`src/rtl/mips_pkg.sv`:
```
// mips_pkg: shared fetch-stage constants and the fetch FSM state type
package mips_pkg;
  localparam logic [31:0] NOP_INSN  = 32'h0000_0000;
  localparam logic [31:0] HALT_INSN = 32'hFFFF_FFFF;
  localparam logic [31:0] PC_STEP   = 32'd4;
  typedef enum logic [1:0] {BOOT, RUN, HALT} fetch_state_t;
endpackage

```
`src/rtl/stage_one_fetch_if_id.sv`:
```
// if_id_register: IF/ID pipeline register; clear (to NOP, valid=0) beats hold, otherwise loads with valid=1
// Ports: clk, rst (async, active-high), i_hold, i_clear, i_insn, i_pc -> o_insn, o_pc, o_valid
module if_id_register
  import mips_pkg::*;
(
  input  logic        clk,
  input  logic        rst,
  input  logic        i_hold,
  input  logic        i_clear,
  input  logic [31:0] i_insn,
  input  logic [31:0] i_pc,
  output logic [31:0] o_insn,
  output logic [31:0] o_pc,
  output logic        o_valid
);
  always_ff @(posedge clk or posedge rst)
    if (rst) begin
      o_insn  <= NOP_INSN;
      o_pc    <= '0;
      o_valid <= 1'b0;
    end else if (i_clear) begin
      o_insn  <= NOP_INSN;
      o_pc    <= '0;
      o_valid <= 1'b0;
    end else if (!i_hold) begin
      o_insn  <= i_insn;
      o_pc    <= i_pc;
      o_valid <= 1'b1;
    end
endmodule

```
`src/rtl/stage_one_fetch.sv`:
```
// stage_one_fetch: instruction fetch stage (PC, BOOT/RUN/HALT FSM, fetch counter, IF/ID register)
// Ports: clk, reset (async, active-high), stall, flush, branch_taken, branch_target, imem_data
//        -> imem_addr, instruction, pc, valid, fetch_count
// Optional: define STAGE_ONE_HALT_DETECT_EN to stop fetching after HALT_INSN is latched
module stage_one_fetch
  import mips_pkg::*;
#(
  parameter logic [31:0] RESET_PC = 32'h0000_0000
) (
  input  logic        clk,
  input  logic        reset,
  input  logic        stall,
  input  logic        flush,
  input  logic        branch_taken,
  input  logic [31:0] branch_target,
  input  logic [31:0] imem_data,
  output logic [31:0] imem_addr,
  output logic [31:0] instruction,
  output logic [31:0] pc,
  output logic        valid,
  output logic [31:0] fetch_count
);
  fetch_state_t r_state, w_state_next;
  logic [31:0] r_pc, r_fetch_count, w_pc_next, w_pc_plus;
  logic        w_run, w_load, w_clear, w_halt_hit;
  logic [1:0]  w_unused_tgt;
  assign w_unused_tgt = branch_target[1:0];
  assign imem_addr    = r_pc;
  assign fetch_count  = r_fetch_count;
  assign w_pc_plus    = r_pc + PC_STEP;
  always_ff @(posedge clk or posedge reset)
    if (reset) r_state <= BOOT;
    else r_state <= w_state_next;
`ifdef STAGE_ONE_HALT_DETECT_EN
  assign w_halt_hit = w_load && (imem_data == HALT_INSN);
`else
  assign w_halt_hit = 1'b0;
`endif
  always_comb begin
    w_state_next = r_state;
    if (r_state == BOOT) w_state_next = RUN;
    else if (r_state == RUN && w_halt_hit) w_state_next = HALT;
  end
  // Outside RUN every control input is ignored and IF/ID is held at NOP.
  always_comb begin
    w_run     = (r_state == RUN);
    w_clear   = !w_run || flush;
    w_load    = w_run && !flush && !stall;
    w_pc_next = !w_run ? r_pc :
                branch_taken ? {branch_target[31:2], 2'b00} :
                stall ? r_pc : w_pc_plus;
  end
  always_ff @(posedge clk or posedge reset)
    if (reset) begin
      r_pc          <= RESET_PC;
      r_fetch_count <= '0;
    end else begin
      r_pc          <= w_pc_next;
      r_fetch_count <= r_fetch_count + {31'b0, w_load};
    end
  if_id_register u_if_id (
    .clk     (clk),
    .rst     (reset),
    .i_hold  (stall),
    .i_clear (w_clear),
    .i_insn  (imem_data),
    .i_pc    (w_pc_plus),
    .o_insn  (instruction),
    .o_pc    (pc),
    .o_valid (valid)
  );
endmodule

```
`config.mk`:
```
export PLATFORM = sky130hd
export DESIGN_NAME = stage_one_fetch
export DESIGN_NICKNAME = d
export VERILOG_FILES = /design/src/rtl/mips_pkg.sv /design/src/rtl/stage_one_fetch_if_id.sv /design/src/rtl/stage_one_fetch.sv
export SDC_FILE = /design/constraint.sdc
export NUM_CORES = 1
export LEC_CHECK = 0
export CAP_MARGIN = 20
export CORE_UTILIZATION = 40
export DETAILED_ROUTE_END_ITERATION = 10
export GPL_TIMING_DRIVEN = 1
export MAX_ROUTING_LAYER = met4
export PLACE_DENSITY_LB_ADDON = 0.08
export SLEW_MARGIN = 15
export SYNTH_ARGS = -nofsm -noshare
export SYNTH_HDL_FRONTEND = slang
export SYNTH_SLANG_ARGS = --single-unit
```
`constraint.sdc`:
```
create_clock -name clk -period 12.1 [get_ports clk]
set_input_delay 2.42 -clock clk [delete_from_list [all_inputs] [get_ports clk]]
set_output_delay 2.42 -clock clk [all_outputs]
set_load 0.01 [all_outputs]
```
==> summary.txt, run 1 <==
Status
  • Status: finished, final reports clean

STA
  • Unrepaired setup endpoints after global routing: false
  • Fmax: around 0.22 GHz
  • Clk_skew: between 0.007 and 0.008 ns
  • Relative slew margins: ~27%
  • Tmin final: roughly 4.6 ns
  • Final Hold Vio Count: 0
  • Crit share post-route: between 30% and 40%
  • Setup Total Neg Slack: 0 ns
  • Slew Viols, Final: 0
  • Worst Tran Pin Value: ~1.1 ns
  • Final setup violation count: 0

Final layout
  • Most frequent cells in the layout: clkdlybuf4s50_1 (192), dfrtp_1 (127), nand2_1 (45), nand3_1 (39), nor2_1 (37)
  • Area delta synth->final: 41.35%
  • Diode count: 0
  • Total of fill cells in the finished design: 1346
  • Nets: 877
  • Multi-input gate area: approximately 2900 um2
  • Post-Layout Inst Area: between 9000 and 10000 um2
  • Commonest non-fill, non-tap cell in the layout: clkdlybuf4s50_1
  • Share of cells above drive strength 1: 6.601%
  • Reg area: between 3000 and 4000 um2

Clocking
  • Clk sinks: between 100 and 150
  • Worst-path clk slew: roughly 0.060 ns
  • CTS root buf: clkbuf_16
  • CTS tree: yes
  • Cts hold-fix bufs: 0
  • Max clock buf depth: 2
  • Setup Fix Bufs, Post-CTS: 0
  • Worst-skew pair later-pin latency: between 0.4 and 0.5 ns
  • Post_cts resized: 0
  • Total CTS buffers: 17
  • Max H-tree Level: 4

Detailed routing
  • Residual DRC: 0
  • Drt first pass iters: 5
  • Top Layer Used: met4
  • Final WL: 18.33 mm
  • Met1 WL: roughly 8 mm
  • Routed wl met3: 1.188 mm
  • Met2 wire length: between 8 and 9 mm
  • Vias per cell: around 5.6
  • Wire length per cell: 17.81 um
  • DR vias: 5785
  • First DRT Iteration DRCs: about 430
  • Post-route antenna net violation count: 0

Synthesis
  • Synth Flop Type: dfrtp_1
  • Unique masters post-synth: 57
  • Area contributors post-synth: dfrtp_1 (50%), a22o_1 (4.7%), nand3_1 (3.1%)
  • Synth Register Bits: between 100 and 150
  • Synth top area share: between 40% and 50%
  • Synth Area per Inst: 9.955 um2
  • EDFF count, synth: 0
  • YS warnings: 0
  • Sequential share of the synthesized area: roughly half
  • Post-synthesis instance area: approximately 6400 um2
  • Gate Count Post-Synth: roughly 640
  • Cell taking the most area after synthesis: dfrtp_1
  • Asr flop ratio synth: 100.0%

Power and ir drop
  • IR drop worst, VDD: 98.00 uV
  • Pleak: about 3.8 nW
  • Power share of the clock group: approximately 44%
  • Switching power of the nets: ~0.35 mW
  • Switching fraction of total power: 27.07%
  • P per Cell Area: about 140 nW/um2
  • Combinational Power Share: between 10% and 20%
  • Flop pwr share: around 40%
  • Power Internal: roughly 0.94 mW

Global route
  • First-pass GRT wire length: 29.26 mm
  • Vias in the first global route: ~5.5k
  • Antenna violations before repair: 0
  • Largest net degree at the start of global routing: 77
  • GRT Total Usage: 23.61%
  • GRT overflow: 0

Floorplan
  • FP Rows: 45
  • Die area: 16460 um2
  • DIE WIDTH: 128.3 um
  • IO Count: slightly below 200
  • Starting Density: between 40% and 50%
  • Core box area: 15370 um2
  • Chip height: between 100 and 150 um

Worst setup path
  • Worst R2R Start: r_state[0]
  • Slowest CP cell: clkinv_1
  • Critical Path Fanout Max: a little over 70
  • FF-to-FF path depth: 9
  • Worst setup EP type: flip-flop
  • CP Launch Type: primary input
  • Crit path top cell by count: buf_4
  • Worst Setup Path Type: primary input to flip-flop
  • Reg2reg end: fetch_count[10]
  • Crit-path cells: buf_2 -> buf_4 -> clkinv_1 -> a21boi_1 -> buf_4 -> o21ai_0 -> a211o_1
  • Flop-to-flop setup slack: between 9 and 10 ns
  • CP required: 12.40 ns
  • Crit path largest cell delay: slightly below 0.8 ns
  • Arrival time worst endpoint: 4.90 ns

Place
  • Placed cell area: approximately 8400 um2
  • Port Buf Inserts: approximately 190
  • Dpl hpwl: 12.15 mm
  • Routability Congestion: approximately 0.86

Job
  • Max-Cap Viols: 0

Min path
  • Worst Min Path Start: fetch_count[31]
  • Hold path depth: 1
  • Worst Hold Path EP: fetch_count[31]
  • Worst Hold Class: flip-flop to flip-flop
layer usage:
metal / vias to the layer above / global-route usage, %
li1: 2704 / -
met3: 20 / 4.800
met1: 2846 / 30.08
met4: 0 / 8.097
met5: - / -
met2: 215 / 37.39
worst max-delay path: cells and delay by family:
family | cells | cell delay [ns]
buffers and inverters | 4 | 1.71
AO/OA/AOI/OAI | 3 | 0.73
power by group through the flow:
| stage | Sequential, mW | Combinational [mW] | Clock [mW] |
|---|---|---|---|
| after floorplan | 0.510 | 0.102 | 0 |
| final | 0.513 | 0.210 | 0.565 |
| after detailed placement | 0.519 | 0.212 | 0 |
| after global routing | 0.520 | 0.228 | 0.594 |
| after CTS | 0.512 | 0.213 | 0.575 |
| after global placement | 0.517 | 0.209 | 0 |
registers in the layout, indices dropped and copies added, names as in the netlist:
register and count:
fetch_count 32, r_state 1, u_if_id.o_insn 32, u_if_id.o_valid 1, u_if_id.o_pc 31, imem_addr 30
synthesized netlist by cell type, types with 9 or more instances:
| cell | instances |
|---|---|
| a21oi_1 | 24 |
| a221o_1 | 9 |
| a22o_1 | 34 |
| and3_1 | 22 |
| and4_1 | 9 |
| buf_2 | 13 |
| clkbuf_1 | 31 |
| dfrtp_1 | 127 |
| inv_1 | 19 |
| nand2_1 | 45 |
| nand3_1 | 39 |
| nand4_1 | 25 |
| nor2_1 | 37 |
| nor3_1 | 15 |
| nor4_1 | 16 |
| o211ai_1 | 12 |
| o21ai_0 | 29 |
| xnor2_1 | 22 |
| xor2_1 | 20 |
worst max path at each step:
stage	to	cells after the start	start
after detailed placement	fetch_count[10]	11	stall
after floorplan	fetch_count[0]	1	reset
after global routing	fetch_count[10]	11	stall
after global placement	fetch_count[10]	11	stall
after CTS	fetch_count[10]	11	stall
final	imem_addr[30]	7	branch_taken
layout make-up:
cell class	instances	share of cell area, %
Inverter	22	0.9433
Multi-Input combinational cell	437	31.71
Timing Repair Buffer	200	21.94
Tap cell	211	2.927
Sequential cell	127	35.23
Clock inverter	14	2.372
Clock buffer	18	4.869
metrics by stage:
| step | cells | hold WS (ns) | utilization (%) | setup WS (ns) | power, mW |
|---|---|---|---|---|---|
| 2_1_floorplan | 642 | 0.5039 | - | 6.296 | 0.6121 |
| 3_3_place_gp | 997 | 0.4575 | 54.43 | 7.134 | 0.7255 |
| 3_5_place_dp | 997 | 0.4659 | 54.43 | 7.085 | 0.7304 |
| 4_1_cts | 1029 | 0.4777 | 58.68 | 7.512 | 1.299 |
| 5_1_grt | 1029 | 0.4901 | 58.68 | 7.277 | 1.341 |
| 6_report | 1029 | 0.4695 | 58.68 | 7.496 | 1.288 |
cell families (layout without fill, tap and decap cells):
| logic type | count (synthesis) | in the layout | share of synthesized area [%] |
|---|---|---|---|
| simple gates | 237 | 237 | 21.00 |
| compound gates | 150 | 150 | 16.90 |
| flops | 127 | 127 | 49.80 |
| buf+inv | 78 | 254 | 5.510 |
| xor+xnor | 42 | 42 | 5.765 |
| fa+ha+maj | 3 | 3 | 0.5883 |
| other cells | 2 | 3 | 0.1177 |
| mux | 2 | 2 | 0.3137 |
Note: power is estimated with default switching activity, not from simulation.
==> inputs of run 2 (changes only) <==
==> constraint.sdc (replaced) <==
create_clock -name clk -period 4.2 [get_ports clk]
set_input_delay 0.84 -clock clk [delete_from_list [all_inputs] [get_ports clk]]
set_output_delay 0.84 -clock clk [all_outputs]
set_load 0.01 [all_outputs]
==> run 2 against run 1 <==
Sequential power increased to 2.9 times the previous value. Via count decreased by 0.90%. Critical path depth increased by 3. Non-clock buffer count unchanged. Highest routed layer unchanged. Clock-buffer cell count increased by 3. Power increased to 2.7 times the previous value.
==> summary.txt, run 2 (synthesis gave the netlist of run 1 again) <==
Place
  • Pre-CTS worst setup slack: 0.9449 ns (-6.140 ns)
  • Routability Congestion: 0.8428 (-1.6%)
  • Port Buf Inserts: 193 (unchanged)
  • Dpl hpwl: 12.29 mm (+1.1%)

Global route
  • GRT busiest layer: met2
  • Routing usage on met2: 36.50% (-0.89 points)
  • GRT overflow: 0 (unchanged)
  • Largest net degree at the start of global routing: 128 (+66%)
  • Antenna violations before repair: 0 (unchanged)
  • Met3 Use GR: 4.424% (-0.38 points)
  • GRT met1 Usage: 32.01% (+1.9 points)
  • First-pass GRT wire length: 29.42 mm (+0.54%)
  • GRT Total Usage: 23.80% (+0.19 points)
  • Vias in the first global route: 5410 (-1.7%)

Power and ir drop
  • Pleak: 3.774 nW (-1.2%)
  • IR drop worst, VDD: 285.2 uV (+190%)
  • P per Cell Area: 387.3 nW/um2 (+170%)

Detailed routing
  • Vias per cell: 5.571 (-0.90%)
  • Wire length per cell: 17.96 um (+0.87%)
  • Final WL: 18.49 mm (+0.87%)
  • First DRT Iteration DRCs: 511 (+18%)
  • Drt first pass iters: 5 (unchanged)
  • DR vias: 5733 (-0.90%)
  • Post-route antenna net violation count: 0 (unchanged)
  • Residual DRC: 0 (unchanged)

Clocking
  • Setup Fix Bufs, Post-CTS: 0 (unchanged)
  • Post_cts resized: 0 (unchanged)
  • CTS root buf: clkbuf_16
  • Worst-path clk slew: 0.06 ns (about the same)
  • Worst-skew pair later-pin latency: 0.42 ns (about the same)
  • CTS tree: yes
  • Max H-tree Level: 4 (unchanged)
  • Total CTS buffers: 17 (unchanged)
  • Clk sinks: 127 (unchanged)
  • Cts hold-fix bufs: 0 (unchanged)
  • Max clock buf depth: 2 (unchanged)

Worst setup path
  • Worst Setup EP: fetch_count[10]
  • Worst Setup Path Type: primary input to flip-flop
  • Critical path startpoint: stall
  • CP delay by family, top: buffers and inverters
  • Crit path largest cell delay: 0.47 ns (-0.30 ns)
  • Critical Path Fanout Max: 4 (-94%)
  • Worst setup EP type: flip-flop
  • Flop-to-flop setup slack: 1.49 ns (-7.80 ns)
  • Bufs and invs on worst path: 4 (unchanged)
  • Worst R2R Start: imem_addr[2]
  • Arrival time worst endpoint: 3.12 ns (-1.78 ns)
  • CP required: 4.49 ns (-7.91 ns)
  • Reg2reg end: u_if_id.o_pc[26]
  • CP Launch Type: primary input
  • Crit-path cells: clkdlybuf4s50_1 -> inv_1 -> nand3_1 -> clkinv_1 -> ha_1 -> ha_1 -> inv_1 -> nor3_1 -> nand3_1 -> xnor2_1
  • Slowest CP cell: clkdlybuf4s50_1
  • FF-to-FF path depth: 5 (-4)
  • Critical path depth: 10 (+3)

STA
  • Tmin final: 2.832 ns
  • Setup Total Neg Slack: 0 ns (unchanged)
  • Final WS setup: 1.368 ns (-6.129 ns)
  • Slew Viols, Final: 0 (unchanged)
  • Fmax: between 0.3 and 0.4 GHz
  • Unrepaired setup endpoints after global routing: false
  • Relative slew margins: 29.28% (+2.3 points)
  • Final setup violation count: 0 (unchanged)
  • Final Hold Vio Count: 0 (unchanged)
  • Clk_skew: 0.007394 ns (-0.0001938 ns)
  • Worst Tran Pin Value: 1.052 ns (-0.03391 ns)
  • Crit share post-route: around 67%

Final layout
  • Nets: 877 (unchanged)
  • Diode count: 0 (unchanged)
  • Commonest non-fill, non-tap cell in the layout: clkdlybuf4s50_1
  • Most frequent cells in the layout: clkdlybuf4s50_1 (192), dfrtp_1 (127), nand2_1 (45), nand3_1 (39), nor2_1 (37)
  • Area delta synth->final: 40.04%
  • Share of cells above drive strength 1: 6.479% (-0.12 points)

Floorplan
  • Chip height: 128.3 um (unchanged)
  • DIE WIDTH: 128.3 um (unchanged)
  • Core box area: 15370 um2 (unchanged)
  • Starting Density: 41.51% (unchanged)
  • IO Count: 198 (unchanged)
  • Die area: 16460 um2 (unchanged)
  • FP Rows: 45 (unchanged)

Job
  • Max-Cap Viols: 0 (unchanged)

Min path
  • Worst Hold Class: flip-flop to flip-flop

Status
  • Status: finished, final reports clean
-- run 2: cell count changes in the layout (fill, tap and decap cells not counted) --
cell	delta
buf_12	+1
buf_4	-1
bufinv_16	-5
clkbuf_1	+1
clkbuf_8	+2
clkinv_2	-1
clkinv_4	+3
clkinvlp_4	+1
inv_4	-1
-- run 2: layout make-up --
type	instances	area (um2)
fill	1382	6435
inverter	22	86.33
sequential	127	3178
multi-input combinational	437	2860
timing repair buffer	200	1992
tap	211	264.0
clock inverter	11	85.08
clock buffer	21	470.5
-- run 2: worst min-delay path by stage --
| stage | from | slack (ns) | end | cells after the start |
|---|---|---|---|---|
| 2_1_floorplan | fetch_count[31] | 0.50 | fetch_count[31] | 1 |
| 3_3_place_gp | fetch_count[31] | 0.46 | fetch_count[31] | 1 |
| 3_5_place_dp | fetch_count[31] | 0.46 | fetch_count[31] | 1 |
| 4_1_cts | fetch_count[31] | 0.47 | fetch_count[31] | 1 |
| 5_1_grt | fetch_count[31] | 0.48 | fetch_count[31] | 1 |
| 6_report | fetch_count[31] | 0.46 | fetch_count[31] | 1 |
-- run 2: metrics by stage --
step	power (mW)	area [um2]	hold slack, ns	util [%]	instances
floorplan	1.764	6389	0.5039	-	642
global placement	2.094	8381	0.4601	54.52	997
detailed placement	2.106	8381	0.4607	54.52	997
CTS	3.491	8936	0.4705	58.14	1029
global route	3.615	8936	0.4770	58.14	1029
finish	3.461	8936	0.4650	58.14	1029
-- run 2: layer usage --
| layer | vias to the layer above | part of all wire, % |
|---|---|---|
| li1 | 2695 | - |
| met1 | 2815 | 46 |
| met2 | 208 | 47 |
| met3 | 15 | 5.8 |
| met4 | 0 | 0.94 |
| met5 | - | 0 |
-- run 2: report_power, final --
part / internal, mW / switching [mW] / leakage [nW]
Combinational: 0.322 / 0.288 / 1.85
Clock: 0.805 / 0.570 / 0.266
Sequential: 1.32 / 0.158 / 1.65
Total: 2.44 / 1.02 / 3.77
